### src/rtl/timer_pkg.sv
// Shared constants for the microwave countdown timer digits.
//   DIGIT_W        width of one BCD digit register
//   SEC_UNITS_MAX  wrap value of the units-of-seconds digit
//   SEC_TENS_MAX   wrap value of the tens-of-seconds digit
package timer_pkg;
  localparam int DIGIT_W       = 4;
  localparam int SEC_UNITS_MAX = 9;
  localparam int SEC_TENS_MAX  = 5;
endpackage

### src/rtl/timer_ten.sv
// Single BCD down-counting timer digit with preset load, borrow out and zero flag.
// Counts MAX_DIGIT..0 and wraps back to MAX_DIGIT; tc is the borrow into the
// next-higher digit and is high during the cycle whose edge performs the wrap.
//
// Ports:
//   data   in  [WIDTH-1:0]  preset value, loaded while loadn=0
//   loadn  in               synchronous load, active-low (beats en)
//   clk    in               clock, rising edge
//   clrn   in               asynchronous clear, active-low
//   en     in               count enable
//   ones   out [WIDTH-1:0]  current digit value
//   tc     out              borrow: (ones==0) & en & loadn
//   zero   out              ones==0
//
// Build option: define TIMER_TEN_LOAD_CLAMP_EN to saturate loaded values
// above MAX_DIGIT to MAX_DIGIT; otherwise data is loaded verbatim.
module timer_ten
  import timer_pkg::*;
#(
  parameter int MAX_DIGIT = SEC_UNITS_MAX,
  parameter int WIDTH     = DIGIT_W
) (
  input  logic [WIDTH-1:0] data,
  input  logic             loadn,
  input  logic             clk,
  input  logic             clrn,
  input  logic             en,
  output logic [WIDTH-1:0] ones,
  output logic             tc,
  output logic             zero
);

  localparam logic [WIDTH-1:0] MAX_V = WIDTH'(MAX_DIGIT);

  logic [WIDTH-1:0] load_val;

`ifdef TIMER_TEN_LOAD_CLAMP_EN
  assign load_val = (data > MAX_V) ? MAX_V : data;
`else
  assign load_val = data;
`endif

  always_ff @(posedge clk or negedge clrn) begin
    if (!clrn) begin
      ones <= '0;
    end else if (!loadn) begin
      ones <= load_val;
    end else if (en) begin
      ones <= (ones == '0) ? MAX_V : ones - WIDTH'(1);
    end
  end

  assign zero = (ones == '0);
  // Borrow is suppressed during a load so a reloading digit never clocks its neighbour.
  assign tc   = zero & en & loadn;

endmodule

### config.mk
export PLATFORM = sky130hd
export DESIGN_NAME = timer_ten
export DESIGN_NICKNAME = d
export VERILOG_FILES = /design/src/rtl/timer_pkg.sv /design/src/rtl/timer_ten.sv
export SDC_FILE = /design/constraint.sdc
export NUM_CORES = 1
export LEC_CHECK = 0
export CAP_MARGIN = 20
export CORE_AREA = 2 2 39 41
export DETAILED_ROUTE_END_ITERATION = 10
export DIE_AREA = 0 0 41 43
export PLACE_DENSITY = 0.52
export SKIP_LAST_GASP = 1
export SLEW_MARGIN = 0
export SYNTH_ARGS = -nofsm -noshare
export SYNTH_HDL_FRONTEND = slang
export SYNTH_SLANG_ARGS = --single-unit
### constraint.sdc
create_clock -name clk -period 1.41 [get_ports clk]
set_input_delay 0.282 -clock clk [delete_from_list [all_inputs] [get_ports clk]]
set_output_delay 0.282 -clock clk [all_outputs]
set_load 0.02 [all_outputs]
Word-level counts from Yosys, hierarchy flattened
Cells that the tools add are included.
{"block": "word_totals", "regBits": 4, "out_inout_bits": 6}
{"block": "op_classes", "n_addsub": 1, "n_eq_ne": 1, "mux": 3, "bitwise": 2, "n_reduce_logical": 1}
{"cell": "4-bit 2-to-1 mux", "n": 3}
{"cell": "4-bit zero test", "n": 1}
{"cell": "4-bit by 1-bit subtractor with 4-bit output, second input constant", "n": 1}
{"cell": "1-bit AND", "n": 2}
{"cell": "2-bit by 1-bit inequality test with 1-bit output, second input constant", "n": 1}

Depth between registers and ports, before layout
Gate-level depths: netlist (run 1).
{"block": "depth", "ltp_word": 4, "mapped_depth": 3}

Least setup slack after synthesis (run 1)
OpenSTA, ideal clock, no wires.
{"block": "synth_timing", "path_kind": "register to output", "startpoint": "register ones[2]", "endpoint": "output port zero", "arrival_time_ps": 1230, "required_time_ps": 1128, "path_slack_ps": -102, "stages_incl_launch_ff": 2, "n_path_buf": 0, "path_cell_list": "dfrtp_1 > nor4_1"}
{"block": "synth_via", "elab_chain_cells": 1}
{"item": "start, declared", "line_no": "timer_ten.sv:28", "source": "output logic [WIDTH-1:0] ones,"}
{"item": "start signal, assigned", "line_no": "timer_ten.sv:47", "source": "ones <= load_val;"}
{"item": "start signal, assigned", "line_no": "timer_ten.sv:49", "source": "ones <= (ones == '0) ? MAX_V : ones - WIDTH'(1);"}
{"item": "4-bit zero test", "line_no": "timer_ten.sv:53", "source": "assign zero = (ones == '0);"}
{"item": "end, declared", "line_no": "timer_ten.sv:30", "source": "output logic zero"}
Every way passes these cells.

Worst setup path in the final report (run 1)
{"block": "layout_timing", "startpoint": "register ones[2]", "endpoint": "output port tc"}
{"block": "layout_via", "elab_chain_cells": 3}
{"item": "4-bit zero test", "line_no": "timer_ten.sv:53"}
{"item": "1-bit AND (2 in series)", "line_no": "timer_ten.sv:55", "source": "assign tc = zero & en & loadn;"}
{"item": "end, declared", "line_no": "timer_ten.sv:29", "source": "output logic tc,"}
Every way passes these cells.

==> results of run 1 <==
power breakdown:
| group | switching (uW) | internal (uW) | total, uW |
|---|---|---|---|
| Clock | 40.4 | 94.8 | 135 |
| Combinational | 68.0 | 79.6 | 148 |
| Sequential | 15.0 | 129 | 144 |
| Total | 123 | 303 | 427 |
stage by stage:
step                TNS [ns]  power [uW]
detailed placement     -1.32         294
CTS                   -0.373         431
global placement       -1.28         294
floorplan                  0         203
global route          -0.368         453
finish                -0.230         427
worst reg2reg max path: stages, from the launching register on:
cell and delay, ns:
dfrtp_1 0.40, buf_4 0.17, nor3b_2 0.22, o21ai_0 0.13, a31oi_1 0.23
routing by layer:
layer	global-route usage, %	wire length [microns]	up-vias
li1	-	-	132
met1	11.1	289	107
met2	10.3	281	8
met3	1.57	42	0
met4	8.00	0	0
met5	0	0	-
final timing paths:
kind / cells past startpoint / endpoint / slack [ns] / from
worst max-delay path: 3 / tc / -0.13 / ones[2]
worst min-delay path: 1 / ones[0] / 0.26 / clrn
worst max register to register: 4 / ones[1] / 0.17 / ones[1]
worst min register to register: 3 / ones[2] / 0.77 / ones[3]
max in group asynchronous: 1 / ones[2] / 0.99 / clrn
min in group clk: 4 / ones[0] / 0.52 / en
cells in the mapped netlist:
library cell	number	area [sq um]
a21oi_1	2	10.0
a31oi_1	2	12.5
and3b_2	1	10.0
clkbuf_1	1	3.75
dfrtp_1	4	100
inv_1	1	3.75
nand3b_1	1	7.51
nor2_1	4	15.0
nor3b_2	1	12.5
nor4_1	1	6.26
nor4b_2	1	15.0
o21ai_0	2	10.0
or2b_1	1	7.51
xnor2_1	2	17.5
cell families (layout without fill, tap and decap cells):
| kind of cell | count (synthesis) | count (layout) | share of synthesized area (%) |
|---|---|---|---|
| AOI/OAI and AO/OA | 6 | 6 | 14.1 |
| and+or+nand+nor | 10 | 10 | 31.9 |
| xor gates and xnor gates | 2 | 2 | 7.57 |
| buffers and inverters | 2 | 25 | 3.24 |
| DFF | 4 | 4 | 43.2 |
final cells by class:
type | count | area [sq um]
fill | 158 | 908
timing repair buffer | 21 | 181
multi-input combinational | 18 | 148
sequential | 4 | 100
clock buffer | 3 | 22.5
tap | 16 | 20.0
inverter | 1 | 3.75
cells in the final DEF (no fill, tap or decap), types with 2 or more instances in the layout:
cell type,synthesis,final
nor2_1,4,4
o21ai_0,2,2
clkbuf_4,0,3
a21oi_1,2,2
clkdlybuf4s50_1,0,6
dfrtp_1,4,4
clkdlybuf4s15_1,0,2
a31oi_1,2,2
xnor2_1,2,2
buf_4,0,10
timing repair:
item | CTS | global route
pin swaps | 0 | 1
endpoints found under the hold margin | 0 | 0
setup endpoints to repair | 6 | 6
resized for setup | 14 | 8
==> reports/summary.txt, run 1 <==
post-DR vias/cell -> 3.92
final instance area -> 475 sq um
Worst Setup Path Type -> reg -> out
endpoints failing hold -> 0
Layout Cells excl Fill -> 63
final-report max-slew violation count -> 0
final setup fails -> 2
drt total wl -> 612 microns
Reg clk slew, reported paths -> 0.03 ns
Slew HR -> 86.1%
Root Buffer -> clkbuf_4
drt pass-1 iters -> 2
worst slack, placed -> -0.684 ns
VDD IR-drop max -> 0.321 mV
pwr/cell area -> 897 nW/um^2
initial DRC count -> 2
biggest regs -> ones x4
clock latency at the later pin of the worst-skew pair -> 0.23 ns
worst path cell trace -> nor4b_4 -> and3b_2 -> buf_4
Ys Warns -> 0
Die H -> 43 microns
fin crit period -> 1.54 ns
failing checks -> setup timing
Post-Route Utilization -> 34.4%
Reg with most FFs -> ones
status -> finished with violations
fin nets -> 57
CP Buf/Inv Count -> 1
total track usage -> 8.27%
layout overhead on the synthesized area -> 105%
Buffers on Ports -> 13
crit start category -> register
clk sinks -> 4
GP Congestion -> 0.618
GR Overflow Total -> 0
Crit Path Max Fanout -> 2
Crit path max-delay family -> simple AND/OR/NAND/NOR gates
Netlist cell types -> 14
vias -> 247
register area share after synthesis -> 43.2%
CTS buffer count -> 3
final hold slack -> 0.255 ns
ratio of cells with drive above 1 in the final layout -> 38.3%
max-cap viol count -> 0
detailed placer's ending HPWL -> 499 microns
RSZ-0062 raised after global routing -> true
Initial Utilization -> 16.7%
CP Data Required Time -> 1.13 ns
fmax -> 651 MHz
# rows -> 14
die area -> 1760 sq um
Worst-Margin Slew -> 0.208 ns
arrival time worst endpoint -> 1.25 ns
Worst path slowest cell -> dfrtp_1
synthesized area -> 231 sq um
post-CTS setup buffers -> 0
Worst Hold Class -> in -> async
Worst Skew -> 0.000949 ns
number of diodes -> 0
leakage power -> 0.000214 uW
Critical Path Sink Type -> output port
initial antenna violation count -> 0
drt drc -> 0
fin crit share -> 109%
Avg WL per Cell -> 9.71 microns
syn_nets -> 32
CTS tree -> built
dpl cells -> 60
Synth Instances -> 24
Largest register FFs -> 4
# H-tree levels -> 1
CTS Buffer Depth -> 2
Cell Area, Placed -> 444 sq um
pin count of the biggest net entering global routing -> 9
Core ar. -> 1380 sq um
Synth Area per Inst -> 9.64 sq um
global-route wire length before repair -> 910 microns
Routed Antenna Nets -> 0
vias in the first global route -> 233
Top Ports -> 14
CP peak stage delay -> 0.40 ns
#FFs+latches synth -> 4
final worst slack -> -0.126 ns
Horiz. Die Dim -> 41 microns
hold buffer count at CTS -> 0
Note: power is estimated with default switching activity, not from simulation.
==> run 2: changes to the inputs <==
==> constraint.sdc (replaced) <==
create_clock -name clk -period 1.8 [get_ports clk]
set_input_delay 0.36 -clock clk [delete_from_list [all_inputs] [get_ports clk]]
set_output_delay 0.36 -clock clk [all_outputs]
set_load 0.02 [all_outputs]
==> run 2 against run 1 <==
Sequential share of layout area is 0.87 points higher. Clock power is 21% lower. Register-to-register slack better by 0.45 ns. Total power is 22% lower. First-iteration DRC count stayed put. Routed wire length is 6.4% lower. Cell area is 3.9% lower. Final cell count is 1.6% lower. The run now ends clean. Combinational power is 23% lower. Critical path depth is 1 lower.
==> reports/summary.txt, run 2 (synthesis gave the netlist of run 1 again) <==
initial antenna violation count -> 0 (unchanged)
most common cell after layout, fill and taps aside -> clkdlybuf4s50_1 (was buf_4)
GR Overflow Total -> 0 (unchanged)
clock latency at the later pin of the worst-skew pair -> 0.23 ns (about the same)
Sequential Power Share -> 33.3% (was 33.7%)
drt drc -> 0 (unchanged)
Layout fillers -> 153 (was 158)
post-CTS setup buffers -> 0 (unchanged)
Worst Reg2Reg Path Length in Cells -> 4 (unchanged)
Crit path max-delay family -> buffers and inverters (was simple AND/OR/NAND/NOR gates)
initial DRC count -> 2 (unchanged)
worst path cell trace -> buf_4 -> clkdlybuf4s50_1 (was nor4b_4 -> and3b_2 -> buf_4)
arrival time worst endpoint -> 1.36 ns (was 1.25 ns)
final setup fails -> 0 (was 2)
FF-to-FF Start -> ones[2] (was ones[1])
detailed placer's ending HPWL -> 471 microns (was 499 microns)
endpoints failing hold -> 0 (unchanged)
CP Buf/Inv Count -> 2 (was 1)
Reg clk slew, reported paths -> 0.04 ns (was 0.03 ns)
area of the multi-input gates -> 133 sq um (was 148 sq um)
VDD IR-drop max -> 0.245 mV (was 0.321 mV)
Crit Path Max Fanout -> 4 (was 2)
max-cap viol count -> 0 (unchanged)
worst slack, placed -> -0.471 ns (was -0.684 ns)
CTS buffer count -> 3 (unchanged)
Top Ports -> 14 (unchanged)
Buffers on Ports -> 13 (unchanged)
Worst Setup SP -> ones[2] (unchanged)
Root Buffer -> clkbuf_4 (unchanged)
Cell Area, Placed -> 430 sq um (was 444 sq um)
Comb pwr share -> 34.4% (was 34.6%)
drt total wl -> 573 microns (was 612 microns)
# H-tree levels -> 1 (unchanged)
vias -> 235 (was 247)
GP Congestion -> 0.676 (was 0.618)
Layout Cells excl Fill -> 62 (was 63)
hold buffer count at CTS -> 0 (unchanged)
leakage power -> 0.000204 uW (was 0.000214 uW)
Worst Skew -> 0.0000309 ns (was 0.000949 ns)
total track usage -> 8.68% (was 8.27%)
Slew HR -> 79.4% (was 86.1%)
Routed Antenna Nets -> 0 (unchanged)
Die H -> 43 microns (unchanged)
most frequent cells in the layout -> clkdlybuf4s50_1, buf_4, nor2_1, dfrtp_1, clkbuf_4 (was buf_4, clkdlybuf4s50_1, nor2_1, dfrtp_1, clkbuf_4)
number of diodes -> 0 (unchanged)
P_int -> 240 uW (was 303 uW)
Setup crit end -> ones[2] (was tc)
crit start category -> register (unchanged)
fin nets -> 56 (was 57)
CTS tree -> built (unchanged)
Clk pwr share -> 32.3% (was 31.7%)
clk sinks -> 4 (unchanged)
pwr/cell area -> 725 nW/um^2 (was 897 nW/um^2)
drt pass-1 iters -> 2 (unchanged)
Worst path depth -> 2 (was 3)
final-report max-slew violation count -> 0 (unchanged)
final instance area -> 457 sq um (was 475 sq um)
Critical Path Sink Type -> output port (unchanged)
post-DR vias/cell -> 3.79 (was 3.92)
Sw Ratio -> 27.5% (was 28.9%)
NetSw -> 91.1 uW (was 123 uW)
Post-Route Utilization -> 33.0% (was 34.4%)
layout overhead on the synthesized area -> 97.3% (was 105%)
Core ar. -> 1380 sq um (unchanged)
final worst slack -> 0.0795 ns (was -0.126 ns)
Worst Setup Path Type -> reg -> out (unchanged)
fin crit period -> 1.72 ns
Horiz. Die Dim -> 41 microns (unchanged)
dpl cells -> 59 (was 60)
RSZ-0062 raised after global routing -> false (was true)
CP peak stage delay -> 0.59 ns (was 0.40 ns)
Worst-Margin Slew -> 0.306 ns (was 0.208 ns)
biggest regs -> ones x4 (unchanged)
ratio of cells with drive above 1 in the final layout -> 32.6% (was 38.3%)
die area -> 1760 sq um (unchanged)
Seq. cell area -> 100 sq um (unchanged)
fmax -> 581 MHz
Worst path slowest cell -> clkdlybuf4s50_1 (was dfrtp_1)
Largest register FFs -> 4 (unchanged)
Avg WL per Cell -> 9.24 microns (was 9.71 microns)
Reg with most FFs -> ones (unchanged)
worst r2r dst -> ones[3] (was ones[1])
CP Data Required Time -> 1.44 ns (was 1.13 ns)
global-route wire length before repair -> 966 microns (was 910 microns)
flop-to-flop setup slack -> 0.62 ns (was 0.17 ns)
Worst Hold Class -> in -> async (unchanged)
vias in the first global route -> 231 (was 233)
# rows -> 14 (unchanged)
Initial Utilization -> 16.7% (unchanged)
total power -> 331 uW (was 427 uW)
pin count of the biggest net entering global routing -> 9 (unchanged)
status -> completed (was finished with violations)
CTS Buffer Depth -> 2 (unchanged)
fin crit share -> 95.6%
-- run 2: through the flow --
step / TNS (ns) / hold slack [ns]
after global placement: -0.520 / 0.573
after floorplan: 0 / 0.0644
after CTS: -0.208 / 0.328
after global routing: 0 / 0.330
after detailed placement: -0.472 / 0.576
final: 0 / 0.332
-- run 2: worst min path at each step --
| stage | end | slack [ns] | cells after the start |
|---|---|---|---|
| after detailed placement | ones[0] | 0.58 | 1 |
| final | ones[3] | 0.33 | 1 |
| after CTS | ones[0] | 0.33 | 1 |
| after floorplan | ones[0] | 0.06 | 0 |
| after global placement | ones[1] | 0.57 | 1 |
| after global routing | ones[3] | 0.33 | 1 |
-- run 2: area by class of cell --
type,instances,share of cell area [%]
clock buffer,3,4.93
multi-input combinational,18,29.0
tap,16,4.38
timing repair buffer,20,38.9
sequential,4,21.9
inverter,1,0.822
-- run 2: worst register-to-register path: stages, from the launching register on --
cell and delay [ns]:
dfrtp_1 0.41, nor4b_4 0.31, buf_4 0.15, xnor2_1 0.10, a21oi_1 0.09
-- run 2: layer usage --
metal	vias to the layer above	track usage [%]	routed length, microns
li1	129	-	-
met1	99	12.4	267
met2	7	10.3	264
met3	0	3.14	41
met4	0	6.00	0
met5	-	0	0
-- run 2: timing repair --
item / 4_1_cts / 5_1_grt
pin swaps: 0 / 1
endpoints found under the setup margin: 2 / 2
gates resized for setup: 2 / 9
-- run 2: power by group through the flow --
stage	registers, uW	clock network (uW)	logic, uW
4_1_cts	108	113	114
5_1_grt	113	119	124
2_1_floorplan	130	0	27.1
3_3_place_gp	110	0	114
6_report	110	107	114
3_5_place_dp	109	0	115
==> patch: new RTL, config.mk and constraints of run 1 <==
Set the package constant `DIGIT_W` to 3 (it was 4).
--- a/src/rtl/timer_pkg.sv
+++ b/src/rtl/timer_pkg.sv
@@ -5,3 +5,3 @@
 package timer_pkg;
-  localparam int DIGIT_W       = 4;
+  localparam int DIGIT_W       = 3;
   localparam int SEC_UNITS_MAX = 9;
Ports: changed (resized data and ones); port bits go from 14 to 12. No check against the original RTL was run, so the function may have changed too.
==> patch against run 1 <==
Power is 16% lower. Cell count shrank 14%. Die area unchanged. Register-to-register slack improved by 0.14 ns. Global-route usage fell by 1.3 points. Cell area down 22%. Largest power group is now the clock network. Area after synthesis decreased by 32%. Sequential cell count is 1 lower. Routed wire length down 25%. Setup slack gained 0.15 ns.
==> patch: results <==
group,metric,value,unit
drt,wl_met1,202,um
place,post-dp-hpwl,363,um
place,port-buffer-count,11,
cells_and_area,fill_cells,159,
job,cap_violations,0,
global_routing,grt_pass1_wl,738,um
global_routing,grt_max_degree,7,
place,gp_congestion,0.642,
synthesis,synth.net_count,24,
drt,drtIter0Drc,1,
worst_setup_path,crit_arrival,1.11,ns
timing,slew_headroom,85.7,%
timing,fin_worst_skew,0.000205,ns
synthesis,synth_common_cells,"dfrtp_1 (3), a21oi_1 (2), nand2b_1 (2), nor2_1 (2)",
synthesis,ys_seq_area_share,48.0,%
outcome,status,"completed",
drt,route.vias.total,193,
synthesis,ys_top_cells_by_area,"dfrtp_1 (48%), and4bb_2 (8.0%), nand2b_1 (8.0%), a21oi_1 (6.4%), nor2_1 (4.8%)",
synthesis,syn_area_per_cell,9.20,um2
worst_setup_path,r2r_start,"ones[0]$_DFFE_PN0P_",
worst_setup_path,reg2reg_slack,0.31,ns
drt,drt_wl_total,461,um
drt,dr_wl_met2,203,um
global_routing,antenna_found_initial,0,
drt,wl_per_cell,8.54,um
timing,holdWs,0.231,ns
global_routing,grt_pass1_vias,206,
worst_setup_path,r2r_cells,4,
synthesis,synth.distinct_cells,12,
global_routing,track_usage,6.95,%
worst_setup_path,r2r-end,"ones[1]$_DFFE_PN0P_",
cells_and_area,drive_gt1_share,34.2,%
cells_and_area,nets,46,
cells_and_area,top_regs,"ones: 3 flops",
patch: cell type report:
class | instances | area [um2] | share of cell area (%)
inverter | 1 | 3.75 | 1.01
tap | 16 | 20.0 | 5.41
timing repair buffer | 17 | 156 | 42.2
multi-input combinational | 13 | 88.8 | 24.0
sequential | 3 | 75.1 | 20.3
clock buffer | 4 | 26.3 | 7.09
patch: worst max path at each step:
stage / from / end / slack [ns] / cells past startpoint
CTS: ones[1]$_DFFE_PN0P_ / tc / -0.20 / 3
floorplan: ones[1]$_DFFE_PN0P_ / tc / 0.009 / 2
detailed placement: en / tc / -0.37 / 3
global placement: en / tc / -0.37 / 3
global route: ones[2]$_DFFE_PN0P_ / tc / -0.07 / 3
finish: ones[2]$_DFFE_PN0P_ / tc / 0.02 / 3
patch: kinds of logic (layout without fill, tap and decap cells):
kind of cell | Yosys count | after routing | synth area share [%]
buffers and inverters | 1 | 22 | 2.40
AOI/OAI and AO/OA | 4 | 4 | 14.4
DFF | 3 | 3 | 48.0
and+or+nand+nor | 9 | 9 | 35.2
patch: power breakdown:
part | total, mW | internal [mW] | switching [mW]
combinational | 0.104 | 0.0599 | 0.0441
clock | 0.149 | 0.106 | 0.0429
sequential | 0.105 | 0.0954 | 0.00937
patch: per-stage QoR:
stage	instance area, um2	setup WS (ns)	power, mW
2_1_floorplan	168	0.00864	0.145
3_3_place_gp	343	-0.372	0.215
3_5_place_dp	343	-0.367	0.216
4_1_cts	359	-0.198	0.365
5_1_grt	370	-0.0675	0.391
6_report	370	0.0201	0.358
patch: what timing repair did:
item,CTS,global route
pin swaps,0,2
setup endpoints to repair,5,4
resized for setup,8,9
patch: critical path: stages (launching register included):
cell	delay, ns
dfrtp_1	0.40
nor3_4	0.19
and3_1	0.18
buf_6	0.12
patch: layer usage:
layer | GRT usage [%] | up-vias
li1 | - | 103
met5 | 0 | -
met1 | 7.14 | 81
met4 | 8.00 | 0
met3 | 3.14 | 0
met2 | 9.06 | 9
